### src/rtl/bcd_scan_counter_pkg.sv
// Shared constants and the single-decade next-state rule for the BCD scan counter.
// The decoder downstream relies on BLANK_CODE rendering as all segments off.
package bcd_scan_counter_pkg;

    localparam int                 DIGIT_W    = 4;
    localparam logic [DIGIT_W-1:0] BLANK_CODE = 4'hF;
    localparam logic [DIGIT_W-1:0] BCD_MAX    = 4'd9;

    // One decade step: 9 rolls to 0 going up, 0 rolls to 9 going down.
    function automatic logic [DIGIT_W-1:0] bcd_next(input logic [DIGIT_W-1:0] q,
                                                    input logic               up);
        if (up) begin
            return (q == BCD_MAX) ? '0 : q + 4'd1;
        end
        return (q == '0) ? BCD_MAX : q - 4'd1;
    endfunction

endpackage

### src/rtl/bcd_digit.sv
// One BCD decade: steps on step_in and raises carry_out when the step
// rolls the decade over, so the next decade steps in the same cycle.
module bcd_digit
    import bcd_scan_counter_pkg::*;
(
    input  logic               clk,
    input  logic               rst_n,
    input  logic               clr,
    input  logic               step_in,
    input  logic               up,
    output logic [DIGIT_W-1:0] q,
    output logic               carry_out
);

    assign carry_out = step_in & ((up & (q == BCD_MAX)) | (~up & (q == '0)));

    // NOTE: state registers use <= so every flop samples pre-edge values; a
    // blocking = here would let chained logic see half-updated state.
    always_ff @(posedge clk or negedge rst_n) begin
        if (!rst_n) begin
            q <= '0;
        end else if (clr) begin
            q <= '0;
        end else if (step_in) begin
            q <= bcd_next(q, up);
        end
    end

endmodule

### src/rtl/bcd_scan_counter.sv
// Multi-decade BCD up/down counter with a time-multiplexed digit scanner.
// Define BCD_SCAN_LZB_EN to blank leading zeros (data = BLANK_CODE above the top nonzero digit).
module bcd_scan_counter
    import bcd_scan_counter_pkg::*;
#(
    parameter int DIGITS   = 4,
    parameter int TICK_DIV = 50000000,
    parameter int SCAN_DIV = 50000
) (
    input  logic                        clk,
    input  logic                        rst_n,
    input  logic                        en,
    input  logic                        up,
    input  logic                        clr,
    output logic [DIGIT_W-1:0]          data,
    output logic [DIGITS-1:0]           digit_sel,
    output logic [DIGITS*DIGIT_W-1:0]   value,
    output logic                        wrap
);

    localparam int TICK_W = (TICK_DIV > 1) ? $clog2(TICK_DIV) : 1;
    localparam int SCAN_W = (SCAN_DIV > 1) ? $clog2(SCAN_DIV) : 1;
    localparam int IDX_W  = (DIGITS > 1)   ? $clog2(DIGITS)   : 1;

    localparam logic [TICK_W-1:0] TICK_LAST = TICK_W'(TICK_DIV - 1);
    localparam logic [SCAN_W-1:0] SCAN_LAST = SCAN_W'(SCAN_DIV - 1);
    localparam logic [IDX_W-1:0]  IDX_LAST  = IDX_W'(DIGITS - 1);

    logic [TICK_W-1:0]  tick_cnt;
    logic               tick_hit;
    logic               step;
    logic [DIGITS:0]    chain;
    logic [DIGIT_W-1:0] digit_q [DIGITS];
    logic [SCAN_W-1:0]  scan_cnt;
    logic [IDX_W-1:0]   scan_idx;
    logic               blank;

    // Step prescaler: clr wins over a coincident step so no wrap can escape.
    assign tick_hit = (tick_cnt == TICK_LAST);
    assign step     = en & tick_hit & ~clr;

    always_ff @(posedge clk or negedge rst_n) begin
        if (!rst_n) begin
            tick_cnt <= '0;
        end else if (clr) begin
            tick_cnt <= '0;
        end else if (en) begin
            tick_cnt <= tick_hit ? '0 : tick_cnt + 1'b1;
        end
    end

    assign chain[0] = step;

    for (genvar g = 0; g < DIGITS; g++) begin : g_digit
        bcd_digit u_digit (
            .clk       (clk),
            .rst_n     (rst_n),
            .clr       (clr),
            .step_in   (chain[g]),
            .up        (up),
            .q         (digit_q[g]),
            .carry_out (chain[g+1])
        );
        assign value[g*DIGIT_W +: DIGIT_W] = digit_q[g];
    end

    always_ff @(posedge clk or negedge rst_n) begin
        if (!rst_n) begin
            wrap <= 1'b0;
        end else begin
            wrap <= chain[DIGITS];
        end
    end

    // Scanner runs freely; en and clr only touch the count path.
    always_ff @(posedge clk or negedge rst_n) begin
        if (!rst_n) begin
            scan_cnt <= '0;
            scan_idx <= '0;
        end else if (scan_cnt == SCAN_LAST) begin
            scan_cnt <= '0;
            scan_idx <= (scan_idx == IDX_LAST) ? '0 : scan_idx + 1'b1;
        end else begin
            scan_cnt <= scan_cnt + 1'b1;
        end
    end

`ifdef BCD_SCAN_LZB_EN
    logic [IDX_W-1:0] top_nz;

    // NOTE: top_nz gets a default before the loop so the block stays purely
    // combinational; leaving any path unassigned would infer a latch.
    always_comb begin
        top_nz = '0;
        for (int i = 1; i < DIGITS; i++) begin
            if (digit_q[i] != '0) begin
                top_nz = IDX_W'(i);
            end
        end
    end

    assign blank = (scan_idx > top_nz);
`else
    assign blank = 1'b0;
`endif

    // Both display outputs come from the same index register, so the select
    // and its digit code always change together and only one bit is ever low.
    always_ff @(posedge clk or negedge rst_n) begin
        if (!rst_n) begin
            data      <= '0;
            digit_sel <= ~DIGITS'(1);
        end else begin
            data      <= blank ? BLANK_CODE : digit_q[scan_idx];
            digit_sel <= ~(DIGITS'(1) << scan_idx);
        end
    end

endmodule

### config.mk
export PLATFORM = sky130hd
export DESIGN_NAME = bcd_scan_counter
export DESIGN_NICKNAME = d
export VERILOG_FILES = /design/src/rtl/bcd_scan_counter_pkg.sv /design/src/rtl/bcd_digit.sv /design/src/rtl/bcd_scan_counter.sv
export SDC_FILE = /design/constraint.sdc
export NUM_CORES = 1
export LEC_CHECK = 0
export CORE_ASPECT_RATIO = 1.1
export CORE_MARGIN = 4
export CORE_UTILIZATION = 40
export DETAILED_ROUTE_END_ITERATION = 16
export MAX_ROUTING_LAYER = met4
export PLACE_DENSITY_LB_ADDON = 0.05
export SETUP_SLACK_MARGIN = 0.15
export SLEW_MARGIN = 20
export SYNTH_ARGS = -nofsm -noshare
export SYNTH_HDL_FRONTEND = slang
export SYNTH_SLANG_ARGS = --single-unit
### constraint.sdc
create_clock -name clk -period 2.98 [get_ports clk]
set_input_delay 0.298 -clock clk [delete_from_list [all_inputs] [get_ports clk]]
set_output_delay 0.298 -clock clk [all_outputs]
set_load 0.1 [all_outputs]
After elaboration in Yosys (flattened, before gate mapping)
Cells that the tools add are included.
- flip-flop bits (word level): 69
- input bits: 5
- logic and storage cells: 102
- output and inout bits: 25
- order comparisons: 1
- equal/unequal tests: 7
- add/sub/neg operators: 11
- reductions and logical operators: 9
- shift operators: 1
- multiplexer cells: 41
- bitwise operators: 22
- operators by type and width (operator ; count):
    4-bit two-way mux ; 26
    26-bit two-way mux ; 3
    26-bit by 1-bit adder with 26-bit output (second input constant) ; 1
    26-bit equality test (second input constant) ; 1
    16-bit by 1-bit adder with 16-bit output (second input constant) ; 1
    4-bit by 1-bit adder with 4-bit output (second input constant) ; 4
    16-bit equality test (second input constant) ; 1
    4-bit equality test (second input constant) ; 4
    4-bit logical NOT ; 4
    16-bit two-way mux ; 1
    4-bit by 1-bit subtractor with 4-bit output (second input constant) ; 4
    1-bit AND ; 14
    2-bit nonzero test ; 5
    1-bit two-way mux ; 9
    4-bit binary-select mux with 2-bit select ; 1
    4-bit inverter ; 1
    1-bit OR ; 4
    1-bit by 2-bit left shift with 4-bit output (first input constant) ; 1
    3-bit >= comparator (second input constant) ; 1
    2-bit inverter with 3-bit output ; 1
    2-bit by 1-bit adder with 2-bit output (second input constant) ; 1
    2-bit equality test (second input constant) ; 1
    2-bit two-way mux ; 1
    1-bit inverter ; 2

Depth between registers and ports, before layout
- depth in word-level cells: 11
- mapped depth: 7
- gate-level depth less buffers: 7

Modules after synthesis
Synthesis repeated with hierarchy kept, for this count alone.
- cell total of the unflattened synthesis: 427
- area, all modules: 4152.7 µm²
- modules (own cells, without submodules) (module ; times used ; seq. area each (µm²) ; cells an instance ; area an instance (µm²)):
    bcd_scan_counter ; 1 ; 1330.0 ; 243 ; 2636.3
    bcd_digit ; 4 ; 100.1 ; 46 ; 379.1

Worst setup path before layout
Ideal clock, no wire load.
- path kind: reg2reg
- from: register g_digit[1].u_digit.q[0]
- to: register g_digit[2].u_digit.q[2]
- data required time: 2908 ps
- path buffers: 0
- library setup time: 72 ps
- period minus slack after synthesis: 2722 ps
- slack: 258 ps
- stages on the path, launching flop included: 8
- data arrival time: 2649 ps
- cells stage by stage: dfrtp_1 > inv_1 > ha_1 > nor4b_1 > o221ai_1 > nor3_2 > mux2_2 > nor2_1
- cells in the longest elaborated chain, start to end: 5
- elaborated cells on any way between the ends: 7
- classes of those cells: eq/ne (1); bitwise (4); reduce/logical (2)
- ends and longest elaborated chain (element ; RTL line ; text):
    start, declared ; bcd_digit.sv:11 ; output logic [DIGIT_W-1:0] q,
    start signal, assigned ; bcd_digit.sv:25 ; q <= bcd_next(q, up);
    4-bit equality test / 4-bit logical NOT (equally long branches) ; bcd_digit.sv:15 ; assign carry_out = step_in & ((up & (q == BCD_MAX)) | (~up & (q == '0)));
    1-bit AND ; bcd_digit.sv:15 ;
    1-bit OR * ; bcd_digit.sv:15 ;
    1-bit AND * ; bcd_digit.sv:15 ;
    2-bit nonzero test (no line) * ; - ;
    end signal, assigned ; bcd_digit.sv:25 ;
    end, declared ; bcd_digit.sv:11 ;
Mark *: on every way between the ends. The rest lies on a longest branch, timed or not.
A chain may end at the register's enable or synchronous reset.

Worst setup path after layout
- from: register g_digit[1].u_digit.q[1]
- to: register g_digit[2].u_digit.q[2]
The elaborated chain is that of the path after synthesis.

==> Flow_metrics.wiki <==
{| class="wikitable"
! Metric !! Value
|-
| Status || complete, no violations
|-
| Fraction of the mapped netlist area in compound gates || 12.3%
|-
| Share of flip-flops with an asynchronous set or reset after synthesis || 100%
|-
| Cell Area, Synth || 4220 um2
|-
| Detail Route Antenna Nets || 0
|-
| Worst hold-check path type || register to register
|-
| Start-to-end type of the worst setup path || register to register
|-
| Proportion of synthesized area in mux cells || 5.13%
|-
| Ratio of cells with drive above 1 in the final layout || 16.0%
|-
| Kind of cell with the highest combined delay on the critical path || simple AND/OR/NAND/NOR gates
|-
| Final setup fails || 0
|-
| Cells along the critical path || inv_1, ha_1, nor4b_1, o221ai_1, nor3_2, mux2_2, nor2_1
|-
| Simple-gate portion of the synthesized area || 26.7%
|-
| Required time at the endpoint of the critical path || 3.25 ns
|-
| Syn Area/Cell || 9.44 um2
|-
| Worst-case hold path end point || scan_cnt[0]
|-
| EDFF count, synth || 0
|-
| Post-synthesis net count || 467
|-
| Skew-Pair Late Insertion Delay || 0.34 ns
|-
| Most common flop cell mapped by yosys || sky130_fd_sc_hd__dfrtp_1
|-
| Max-cap violations || 0
|-
| Wire length of the first global-routing pass || 16.5 mm
|-
| Syn-to-layout area delta || 16.3%
|-
| Final non-filler cell area || 4900 um2
|-
| Starting utilization of the core area || 40.8%
|-
| Vias in the first global route || 3209
|-
| Number of detailed-route iterations in the first pass || 4
|-
| Die outline width || 106 um
|-
| Leakage Power || 2.03 nW
|-
| Total length of routed wires || 9.84 mm
|-
| Final #Nets || 496
|-
| Instance count along the most critical hold path || 1
|-
| Transition time at the pin with the least slew margin || 0.967 ns
|-
| Tightest slew margin relative to the limit || 35.4%
|-
| Number of antenna violations at the first check in global routing || 0
|-
| Core occupancy in the finished layout || 47.4%
|-
| Placed cell areas || 4590 um2
|-
| Sum Neg Setup Slack || 0 ns
|-
| Antenna diode count || 0
|-
| TritonCTS clock tree || done
|-
| Largest family of logic cells by synthesized area || simple AND/OR/NAND/NOR gates
|-
| Endpoint kind of the worst setup timing path || register
|-
| Clk sinks || 69
|-
| CP Buf/Inv Count || 1
|-
| Sequential fraction of the synthesis area || 41.0%
|-
| Average wire per cell in the routed design || 15.8 um
|-
| Top post-synthesis cells by area || sky130_fd_sc_hd__dfrtp_1 39%, sky130_fd_sc_hd__ha_1 4.4%, sky130_fd_sc_hd__nor2_1 4.3%, sky130_fd_sc_hd__nand2_1 3.4%, sky130_fd_sc_hd__xor2_1 3.3%
|-
| Arithmetic-cell share of the synthesized area counting full adders, half adders and majority gates || 4.45%
|-
| Maximum number of pins on one net before global-route repair || 70
|-
| Slowest library cell on the worst path || sky130_fd_sc_hd__dfrtp_1
|-
| I/O pin total || 30
|-
| Worst-path fanout max || 8
|-
| Highest Clock Rate || 410 MHz
|-
| Portion of the clock cycle consumed by the worst path in the final layout || 81.9%
|-
| Placer's final routability congestion estimate || 0.824
|-
| Buffers on Ports || 29
|-
| H-tree levels || 3
|-
| Startpoint type of the worst setup path || register
|-
| Post-CTS resize count || 0
|-
| Commonest non-fill, non-tap cell in the layout || sky130_fd_sc_hd__dfrtp_1
|-
| Hold path startpoint || scan_cnt[0]
|-
| Die footprint || 12300 um2
|-
| Worst vdd rail ir drop || 0.236 mV
|-
| Critical path arrival || 2.71 ns
|-
| Areal power density over the cells || 434 nW/um2
|-
| Synthesis Warnings || 0
|-
| Final min period || 2.44 ns
|-
| HPWL after DPL || 6.80 mm
|-
| RSZ-0062 raised after global routing || no
|-
| Clock slew seen by the registers of the worst setup and hold paths || 0.06 ns
|-
| Top library cells by usage in the layout, fill and taps aside || 66 x sky130_fd_sc_hd__dfrtp_1, 48 x sky130_fd_sc_hd__nor2_1, 38 x sky130_fd_sc_hd__nand2_1, 29 x sky130_fd_sc_hd__buf_4, 24 x sky130_fd_sc_hd__a21oi_1
|-
| Pins Over Slew Limit || 0
|-
| Number of hold violations in the final report || 0
|-
| Detailed Route Iter0 Violations || 184
|-
| Number of vias in the routed layout || 3462
|-
| Site row count || 39
|-
| Height of the die || 116 um
|-
| Overflow after GRT || 0
|-
| Per-cell via count in the routed design || 5.55
|-
| Crit path largest cell delay || 0.47 ns
|-
| Number of cells on the critical path || 7
|-
| Clock Tree Buf Depth || 2
|-
| Critical R2R Launch || g_digit[1].u_digit.q[1]
|-
| Number of buffers inserted to repair setup after CTS || 0
|-
| Area fraction of the dominant cell type after synthesis || 39.2%
|-
| Core Box Area || 10300 um2
|-
| Yosys top cell by area || sky130_fd_sc_hd__dfrtp_1
|-
| Number of synthesized register bits || 69
|-
| Reg2Reg Capture Point || g_digit[2].u_digit.q[2]
|-
| Clock skew || 0.00562 ns
|-
| GRT Total Usage || 17.4%
|-
| Instance count of the mapped netlist || 447
|-
| Root buffer cell || sky130_fd_sc_hd__clkbuf_16
|-
| Depth of the most critical reg-to-reg path || 7
|-
| Number of buffers added by the clock tree synthesis step || 9
|-
| # DRC || 0
|-
| Count of different cell masters after synthesis || 70
|-
| Setup slack, reg-to-reg || 0.54 ns
|-
| Xor and xnor area share after synthesis || 6.02%
|}
## state kept, by name (all words and copies together), names as in the netlist
| name | count |
|---|---|
| data | 4 |
| wrap | 1 |
| scan_idx | 2 |
| scan_cnt | 16 |
| tick_cnt | 26 |
| g_digit.u_digit.q | 16 |
| digit_sel | 4 |
## power by group
part | switching (mW) | total [mW] | internal [mW]
Clock | 0.442 | 1.10 | 0.658
Sequential | 0.00355 | 0.943 | 0.940
Combinational | 0.0579 | 0.0863 | 0.0283
Total | 0.503 | 2.13 | 1.63
## cells by family (layout without fill, tap and decap cells)
group / count (synthesis) / count (layout)
buffers and inverters: 38 / 72
xor gates and xnor gates: 29 / 29
adders and majority gates: 15 / 15
muxes: 14 / 14
DFF: 69 / 69
AOI/OAI and AO/OA: 82 / 82
and+or+nand+nor: 200 / 200
## cell usage after synthesis, types with 4 or more instances
| library cell | count |
|---|---|
| sky130_fd_sc_hd__dfrtp_1 | 66 |
| sky130_fd_sc_hd__nor2_1 | 48 |
| sky130_fd_sc_hd__nand2_1 | 38 |
| sky130_fd_sc_hd__a21oi_1 | 24 |
| sky130_fd_sc_hd__o21ai_0 | 22 |
| sky130_fd_sc_hd__nand3_1 | 20 |
| sky130_fd_sc_hd__nand4_1 | 19 |
| sky130_fd_sc_hd__inv_1 | 17 |
| sky130_fd_sc_hd__xor2_1 | 16 |
| sky130_fd_sc_hd__ha_1 | 15 |
| sky130_fd_sc_hd__xnor2_1 | 13 |
| sky130_fd_sc_hd__clkbuf_1 | 12 |
| sky130_fd_sc_hd__nor3_1 | 9 |
| sky130_fd_sc_hd__mux2i_1 | 7 |
| sky130_fd_sc_hd__and3_1 | 6 |
| sky130_fd_sc_hd__mux4_2 | 6 |
| sky130_fd_sc_hd__nor2b_1 | 6 |
| sky130_fd_sc_hd__and2_1 | 5 |
| sky130_fd_sc_hd__nor4_1 | 5 |
| sky130_fd_sc_hd__a211oi_1 | 4 |
| sky130_fd_sc_hd__nor4b_1 | 4 |
| sky130_fd_sc_hd__o211ai_1 | 4 |
## metrics by stage
stage,cells,setup WS [ns],power [mW],hold WS [ns]
after CTS,624,0.527,2.17,0.476
final,624,0.540,2.13,0.471
after global placement,607,0.508,1.05,0.358
after global routing,624,0.377,2.22,0.493
after detailed placement,607,0.469,1.05,0.357
after floorplan,447,0.258,1.01,0.00241
## layer usage
layer	global-route usage (%)	wire, um
met1	22.5	4620
met3	3.34	403
met2	27.1	4630
met4	6.91	192
met5	-	0
## worst max-delay path by stage
stage                                       start                 endpoint  slack, ns
final                     g_digit[1].u_digit.q[1]  g_digit[2].u_digit.q[2]       0.54
after global routing      g_digit[2].u_digit.q[0]  g_digit[3].u_digit.q[2]       0.38
after detailed placement                       up  g_digit[2].u_digit.q[2]       0.47
after global placement                         up  g_digit[2].u_digit.q[2]       0.51
after floorplan           g_digit[1].u_digit.q[0]  g_digit[2].u_digit.q[2]       0.26
after CTS                 g_digit[1].u_digit.q[1]  g_digit[2].u_digit.q[2]       0.53
## worst reg2reg max path, cell delays in order (launching register included)
cell	delay [ns]
sky130_fd_sc_hd__dfrtp_1	0.47
sky130_fd_sc_hd__inv_1	0.14
sky130_fd_sc_hd__ha_1	0.25
sky130_fd_sc_hd__nor4b_1	0.35
sky130_fd_sc_hd__o221ai_1	0.27
sky130_fd_sc_hd__nor3_2	0.43
sky130_fd_sc_hd__mux2_2	0.38
sky130_fd_sc_hd__nor2_1	0.09
## timing repair
action / CTS / global route
endpoints found under the hold margin: 38 / 0
setup endpoints to repair: 0 / 0
hold buffers: 1 / 0
## final cells by class
class / count / area (um2)
fillers: 1030 / 5440
multi-input cells: 340 / 2300
flip-flops and latches: 69 / 1730
repair buffers: 39 / 323
clock buffers: 9 / 225
well taps: 143 / 179
clock inverters: 7 / 81.3
inverters: 17 / 63.8
Power figures use the tool's default switching activity.
